**config.mk**
```make
export PLATFORM = sky130hd
export DESIGN_NAME = alu_pipe
export DESIGN_NICKNAME = d
export VERILOG_FILES = /design/src/rtl/alu_pipe.sv
export SDC_FILE = /design/constraint.sdc
export NUM_CORES = 1
export LEC_CHECK = 0
export ABC_AREA = 0
export CELL_PAD_IN_SITES_DETAIL_PLACEMENT = 2
export CELL_PAD_IN_SITES_GLOBAL_PLACEMENT = 2
export CORE_MARGIN = 2
export CORE_UTILIZATION = 36
export CTS_CLUSTER_SIZE = 14
export DETAILED_ROUTE_END_ITERATION = 12
export PLACE_DENSITY = 0.83
export SYNTH_ARGS = -nofsm -noshare
export SYNTH_HDL_FRONTEND = slang
export SYNTH_SLANG_ARGS = --single-unit
```
**constraint.sdc**
```tcl
create_clock -name clk_i -period 5.15 [get_ports clk_i]
set_input_delay 1.03 -clock clk_i [delete_from_list [all_inputs] [get_ports clk_i]]
set_output_delay 1.03 -clock clk_i [all_outputs]
set_load 0.005 [all_outputs]
```
**src/rtl/alu_pipe.sv**
```systemverilog
// Pipelined ALU: stage 1 computes result/flags/err and registers them with the tag,
// later stages are delay slots. Each stage keeps its own valid bit so bubbles collapse.
module alu_pipe #(
  parameter int DATA_WIDTH = 16,
  parameter int STAGES     = 2,
  parameter int TAG_WIDTH  = 4,
  parameter int CMD_WIDTH  = 4
) (
  input  logic                  clk_i,
  input  logic                  rst_i,
  input  logic                  in_valid_i,
  output logic                  in_ready_o,
  input  logic [CMD_WIDTH-1:0]  in_cmd_i,
  input  logic [DATA_WIDTH-1:0] in_a_i,
  input  logic [DATA_WIDTH-1:0] in_b_i,
  input  logic [TAG_WIDTH-1:0]  in_tag_i,
  output logic                  out_valid_o,
  input  logic                  out_ready_i,
  output logic [DATA_WIDTH-1:0] out_result_o,
  output logic [3:0]            out_flags_o,
  output logic                  out_err_o,
  output logic [TAG_WIDTH-1:0]  out_tag_o
);
  localparam int SHIFT_W   = $clog2(DATA_WIDTH);
  localparam int PAYLOAD_W = 1 + 4 + TAG_WIDTH + DATA_WIDTH;

  localparam logic [CMD_WIDTH-1:0] CMD_NOP   = 4'd0;
  localparam logic [CMD_WIDTH-1:0] CMD_ADD   = 4'd1;
  localparam logic [CMD_WIDTH-1:0] CMD_SUB   = 4'd2;
  localparam logic [CMD_WIDTH-1:0] CMD_AND   = 4'd3;
  localparam logic [CMD_WIDTH-1:0] CMD_OR    = 4'd4;
  localparam logic [CMD_WIDTH-1:0] CMD_XOR   = 4'd5;
  localparam logic [CMD_WIDTH-1:0] CMD_SHL   = 4'd6;
  localparam logic [CMD_WIDTH-1:0] CMD_SHR   = 4'd7;
  localparam logic [CMD_WIDTH-1:0] CMD_SRA   = 4'd8;
  localparam logic [CMD_WIDTH-1:0] CMD_SLT   = 4'd9;
  localparam logic [CMD_WIDTH-1:0] CMD_SLTU  = 4'd10;
  localparam logic [CMD_WIDTH-1:0] CMD_PASSB = 4'd11;

  logic [DATA_WIDTH:0]   add_sum;
  logic [DATA_WIDTH:0]   sub_sum;
  logic [SHIFT_W-1:0]    shamt;
  logic                  msb_a;
  logic                  msb_b;
  logic [DATA_WIDTH-1:0] alu_result;
  logic [3:0]            alu_flags;
  logic                  alu_err;
  logic                  alu_c;
  logic                  alu_v;

  assign shamt   = in_b_i[SHIFT_W-1:0];
  assign msb_a   = in_a_i[DATA_WIDTH-1];
  assign msb_b   = in_b_i[DATA_WIDTH-1];
  assign add_sum = {1'b0, in_a_i} + {1'b0, in_b_i};
  // Subtraction as A + ~B + 1: carry-out of 1 means no borrow.
  assign sub_sum = {1'b0, in_a_i} + {1'b0, ~in_b_i} + (DATA_WIDTH+1)'(1);

  always_comb begin
    alu_result = '0;
    alu_c      = 1'b0;
    alu_v      = 1'b0;
    alu_err    = 1'b0;
    case (in_cmd_i)
      CMD_NOP:   alu_result = '0;
      CMD_ADD: begin
        alu_result = add_sum[DATA_WIDTH-1:0];
        alu_c      = add_sum[DATA_WIDTH];
        alu_v      = (msb_a == msb_b) && (add_sum[DATA_WIDTH-1] != msb_a);
      end
      CMD_SUB: begin
        alu_result = sub_sum[DATA_WIDTH-1:0];
        alu_c      = !sub_sum[DATA_WIDTH];
        alu_v      = (msb_a != msb_b) && (sub_sum[DATA_WIDTH-1] != msb_a);
      end
      CMD_AND:   alu_result = in_a_i & in_b_i;
      CMD_OR:    alu_result = in_a_i | in_b_i;
      CMD_XOR:   alu_result = in_a_i ^ in_b_i;
      CMD_SHL:   alu_result = in_a_i << shamt;
      CMD_SHR:   alu_result = in_a_i >> shamt;
      CMD_SRA:   alu_result = $signed(in_a_i) >>> shamt;
      CMD_SLT:   alu_result = {{(DATA_WIDTH-1){1'b0}}, $signed(in_a_i) < $signed(in_b_i)};
      CMD_SLTU:  alu_result = {{(DATA_WIDTH-1){1'b0}}, in_a_i < in_b_i};
      CMD_PASSB: alu_result = in_b_i;
      default:   alu_err = 1'b1;
    endcase
    alu_flags = alu_err ? 4'b0000
                        : {alu_result[DATA_WIDTH-1], alu_result == '0, alu_c, alu_v};
  end

  logic [STAGES-1:0]    valid_reg;
  logic [PAYLOAD_W-1:0] payload_reg [STAGES];
  logic [STAGES-1:0]    load;
  logic                 in_fire;

  // A stage loads when empty or when its contents move on; walk from the output back.
  always_comb begin
    load = '0;
    load[STAGES-1] = !valid_reg[STAGES-1] || out_ready_i;
    for (int k = STAGES - 2; k >= 0; k--) begin
      load[k] = !valid_reg[k] || load[k+1];
    end
  end

  assign in_ready_o = load[0] && !rst_i;
  assign in_fire    = in_valid_i && in_ready_o;

  always_ff @(posedge clk_i) begin
    if (rst_i) begin
      valid_reg <= '0;
      for (int k = 0; k < STAGES; k++) begin
        payload_reg[k] <= '0;
      end
    end else begin
      if (load[0]) begin
        valid_reg[0] <= in_fire;
        if (in_fire) begin
          payload_reg[0] <= {alu_err, alu_flags, in_tag_i, alu_result};
        end
      end
      for (int k = 1; k < STAGES; k++) begin
        if (load[k]) begin
          valid_reg[k] <= valid_reg[k-1];
          if (valid_reg[k-1]) begin
            payload_reg[k] <= payload_reg[k-1];
          end
        end
      end
    end
  end

  // The output is masked during reset so nothing is handed over in the cycle being flushed.
  assign out_valid_o = valid_reg[STAGES-1] && !rst_i;
  assign {out_err_o, out_flags_o, out_tag_o, out_result_o} = payload_reg[STAGES-1];

endmodule

```
# ---- Yosys cells after proc, flatten, opt, wreduce, memory -nomap -nowiden
# Memories as Yosys holds them, arrays and structs flattened.
# Cells that the tools add are included.
dict set report totals {
  output_inout_bits 27
  inputBits 44
  reg_bits 2
  mem_bits_rw 50
  n_memories 1
}
# memory depth width rd rd_ports_with_merged_regs write_ports line
set memory_table {}
lappend memory_table {payload_reg 2 25 2 0 2 91} ;# logic [PAYLOAD_W-1:0] payload_reg [STAGES];
dict set report classes {
  order_cmp 2
  add_sub_neg 3
  mux 17
  n_eq_ne 15
  bitwise 6
  shift 3
  n_reduce_logical 14
}
# operator n
set ops {}
lappend ops {{$pmux W16 S11} 1}
lappend ops {{$mux W25} 2}
lappend ops {{$add A16 B16 Y17} 2}
lappend ops {{$lt A16 B16 Y1} 2}
lappend ops {{$add A17 B1 Y17 const B} 1}
lappend ops {{$and A16 B16 Y16} 1}
lappend ops {{$eq A4 B3 Y1 const B} 4}
lappend ops {{$eq A4 B4 Y1 const B} 4}
lappend ops {{$logic_not A16 Y1} 1}
lappend ops {{$not A16 Y16} 1}
lappend ops {{$or A16 B16 Y16} 1}
lappend ops {{$shl A16 B4 Y16} 1}
lappend ops {{$shr A16 B4 Y16} 1}
lappend ops {{$sshr A16 B4 Y16} 1}
lappend ops {{$xor A16 B16 Y16} 1}
lappend ops {{$reduce_or A12 Y1} 1}
lappend ops {{$mux W1} 11}
lappend ops {{$eq A4 B2 Y1 const B} 2}
lappend ops {{$logic_and A1 B1 Y1} 5}
lappend ops {{$eq A4 B1 Y1 const B} 1}
lappend ops {{$logic_not A1 Y1} 4}
lappend ops {{$logic_not A4 Y1} 1}
lappend ops {{$mux W4} 1}
lappend ops {{$pmux W1 S2} 2}
lappend ops {{other kinds (4)} 8}

# ---- Longest topological paths before layout
dict set report logic_depth {
  word_depth 10
  ltp_mapped 14
}

# ---- Worst setup path after synthesis
# No wires, ideal clock.
dict set report synth_timing {
  path_type {input to register}
  from {input in_b_i[2]}
  to {memory payload_reg[0][22] in the netlist's numbering, data pin}
  setup_time_ns 0.252
  arrival_ns 3.681
  stages 14
  path_buffers 3
  path_slack_ns 1.217
  cell_sequence {buf_2 clkinv_1 clkbuf_1 ha_1 buf_2 nand2b_1 o311ai_0 a211oi_2 o2111ai_1 o31a_1 nand2b_1 a221o_1 nand2_1 nor2_1}
}
# element line
set synth_rtl {}
lappend synth_rtl {{start: declaration} 15} ;# input logic [DATA_WIDTH-1:0] in_b_i,
lappend synth_rtl {{end: declaration} 91}

==> summary.md <==
| Metric | Value |
|---|---|
| # diodes | `0` |
| Post-DRT Antenna Nets | `0` |
| Max Clk Rate | `between 0.2 and 0.25 GHz` |
| PortBufs | `70` |
| Actual slew at the worst max-slew pin | `between 1 and 1.5 ns` |
| Finish-stage setup viols | `0` |
| Synth-to-layout area growth | `15.4%` |
| Largest net degree at the start of global routing | `47` |
| CP Launch Type | `primary input` |
| Comb power frac | `between 40% and 50%` |
| Remaining DRCs | `0` |
| Die span in y | `around 140 um` |
| Synth Cell Area | `about 7000 sq um` |
| Tcrit/Tclk final | `90.0%` |
| Critical Path End Type | `flip-flop` |
| Relative slew slack | `17.6%` |
| Nets | `between 900 and 1k` |
| Library cells used by synthesis | `84` |
| Setup ws final | `just over 0.5 ns` |
| Hold Path End | `payload_reg[0][43]` |
| Top FF cell, synth | `edfxtp_1` |
| PD cells | `approximately 190 nW/um^2` |
| 1st-iter DRT viols | `between 500 and 600` |
| Arrival time at the worst endpoint | `4.68 ns` |
| I/O pin count | `71` |
| R2R Setup Slk | `just under 3 ns` |
| Wirelength per Cell | `27.4 um` |
| Outcome | `complete, no violations` |
| CTS Root Cell | `clkbuf_16` |
| Maximum VDD drop | `approximately 0.00012 V` |
| Top post-synthesis cells by area | `edfxtp_1, ha_1, nor2_1` |
| DRT Pass-1 Iters | `5` |
| Number of CTS-inserted buffers | `5` |
| Clock H-tree levels | `2` |
| Starting Density | `a little under two fifths` |
| Worst reg2reg path startpoint | `valid_reg[0]` |
| Worst Hold Launch | `payload_reg[0][18]` |
| Ys async rst share | `0%` |
| GP Congestion | `~1.0` |
| Clock Sinks | `52` |
| Yosys reg bits | `52` |
| Hold_buf cts | `0` |
| Grt total ovfl | `0` |
| Worst r2r path cells | `10` |
| Post-synth EDFFs | `50` |
| WS Path Type | `primary input to flip-flop` |
| Max reg flops | `50` |
| RR Endpoint | `payload_reg[0][22]` |
| Min-Delay Path Depth | `1` |
| Clock power share | `between 20% and 30%` |
| Synth Instances | `~800` |
| Num rows | `50` |
| Vias | `between 6k and 7k` |
| CP required | `5.20 ns` |
| Unrepaired setup endpoints after global routing | `no` |
| Seq/Total Area, Yosys | `22.3%` |
| Share of layout cells above drive strength 1 | `a little under an eighth` |
| Proportion of netlist area held by the largest area contributor | `21.7%` |
| Dpl hpwl | `between 20 and 25 mm` |
| Pleak | `3.26 nW` |
| Setup TNS | `0 ns` |
| Clock Path Buffers | `2` |
| Register share of total power | `between 30% and 40%` |
| Sw frac | `a little over a third` |
| Die width | `between 100 and 150 um` |
| Cell area after layout | `about 8000 sq um` |
| CTS tree | `done` |
| Setup Slack @ Placement | `a little under 0.3 ns` |
| Setup Fix Bufs, Post-CTS | `0` |
| Max-Cap Viols | `0` |
| HP Class | `flip-flop to flip-flop` |
| CTS-repair resized insts | `0` |
| Placed cell area | `7810 sq um` |
| Vias in the first global route | `approximately 7.4k` |
| Gr usage total | `around 30%` |
| Synth warn | `0` |
| Initial antenna violation count | `1` |
| Internal | `between 0.9 and 1 mW` |
| Worst skew pair latency | `approximately 0.29 ns` |
| Core Region | `between 15000 and 20000 sq um` |
| Die area | `slightly above 20000 sq um` |
| Final Slew Violations | `0` |
| Worst-path clk slew | `0.06 ns` |
| Post-Syn Nets | `approximately 910` |
| Clock skew | `0.00456 ns` |
| Final min period | `between 4 and 5 ns` |
| Final Hold Fails | `0` |
| Drt via density | `roughly 6.4` |
| First-pass GRT wire length | `~45 mm` |
| Cell taking the most area after synthesis | `edfxtp_1` |
| Switch Pwr | `~0.53 mW` |
| Critical Path Fanout Max | `12` |
| Synthesized area per cell | `~8.6 sq um` |
| Final wirelength | `slightly below 30 mm` |
==> synthesized netlist by cell type (all sizes together), types with 5 or more instances <==
master	count
nor2	66
nand3	12
a22o	6
nand2b	11
a221oi	5
nand4	6
nor2b	10
a31oi	8
inv	47
o21a	8
xnor2	9
ha	58
clkbuf	32
o21ai	34
mux2i	23
o221ai	5
and3	11
nor3	16
a211oi	15
or3	5
and2	38
o31ai	8
a22oi	9
edfxtp	50
buf	50
mux4	17
o211ai	16
a21o	11
mux2	13
a21oi	46
and3b	6
nand2	53
o22ai	5
==> area by class of cell <==
class                           count  area, sq um
Timing Repair Buffer              117         1060
Clock inverter                      2         35.0
Multi-Input combinational cell    621         4730
Clock buffer                        6          129
Tap cell                          234          293
Fill cell                        2098        10800
Sequential cell                    52         1540
Inverter                           49          184
==> per-layer routing <==
layer  global-route usage (%)  vias up  routed length, um
li1                         -     3076                  -
met1                     36.1     3514              12200
met2                     51.2      253              14400
met3                     2.29       82               1290
met4                     15.2        0               1720
met5                        0        -                  0
==> cells by family after synthesis <==
kind of cell,Yosys count,synth area share [%]
AO/OA/AOI/OAI,233,24.3
multiplexers,53,11.3
XOR/XNOR,10,1.27
buffers and inverters,131,9.33
AND/OR/NAND/NOR,265,20.3
adder cells (fa/ha/maj),60,11.1
flip-flops,52,22.3
==> worst max path at each step <==
stage	endpoint	start	cells past startpoint	slack [ns]
after detailed placement	payload_reg[0][22]	in_a_i[1]	13	0.29
after global placement	payload_reg[0][22]	in_a_i[1]	13	0.37
final	payload_reg[0][22]	in_a_i[1]	13	0.51
after floorplan	payload_reg[0][22]	in_b_i[2]	14	1.22
after global routing	payload_reg[0][22]	in_a_i[1]	13	0.34
after CTS	payload_reg[0][22]	in_a_i[1]	13	0.57
==> worst max-delay path, stage by stage <==
cell             delay, ns
clkdlybuf4s50_1       0.77
inv_1                 0.09
ha_1                  0.34
nor2_1                0.22
o311ai_0              0.24
buf_4                 0.22
a211oi_2              0.39
o2111ai_1             0.27
o31a_1                0.36
nand2b_1              0.16
a221o_1               0.41
nand2_1               0.10
nor2_1                0.05
==> cells in the final DEF, fill, tap and decap left out, types with 8 or more instances in the layout <==
cell type         n
a211oi_1         13
a21o_1           11
a21oi_1          46
a22oi_1           9
a31oi_1           8
and2_1           38
and3_1           11
buf_4            46
clkdlybuf4s50_1  68
edfxtp_1         50
ha_1             58
inv_1            47
mux2_2           13
mux2i_1          23
mux4_2           11
nand2_1          53
nand2b_1         11
nand3_1          12
nor2_1           66
nor2b_1          10
nor3_1           15
o211ai_1         16
o21a_1            8
o21ai_0          33
o31ai_1           8
xnor2_1           9
==> power groups by stage <==
stage / clock network [mW] / logic (mW) / registers (mW)
global placement: 0 / 0.611 / 0.514
detailed placement: 0 / 0.635 / 0.517
finish: 0.365 / 0.647 / 0.507
floorplan: 0 / 0.387 / 0.512
CTS: 0.373 / 0.639 / 0.508
global route: 0.382 / 0.693 / 0.510
==> stage by stage <==
stage / hold WS, ns / power (mW) / cells / util [%]
2_1_floorplan: 0.478 / 0.899 / 804 / -
3_3_place_gp: 0.494 / 1.12 / 1073 / 41.6
3_5_place_dp: 0.509 / 1.15 / 1073 / 41.6
4_1_cts: 0.525 / 1.52 / 1081 / 42.5
5_1_grt: 0.550 / 1.59 / 1081 / 42.5
6_report: 0.521 / 1.52 / 1081 / 42.5
No activity file was read; power rests on OpenSTA's default activity.
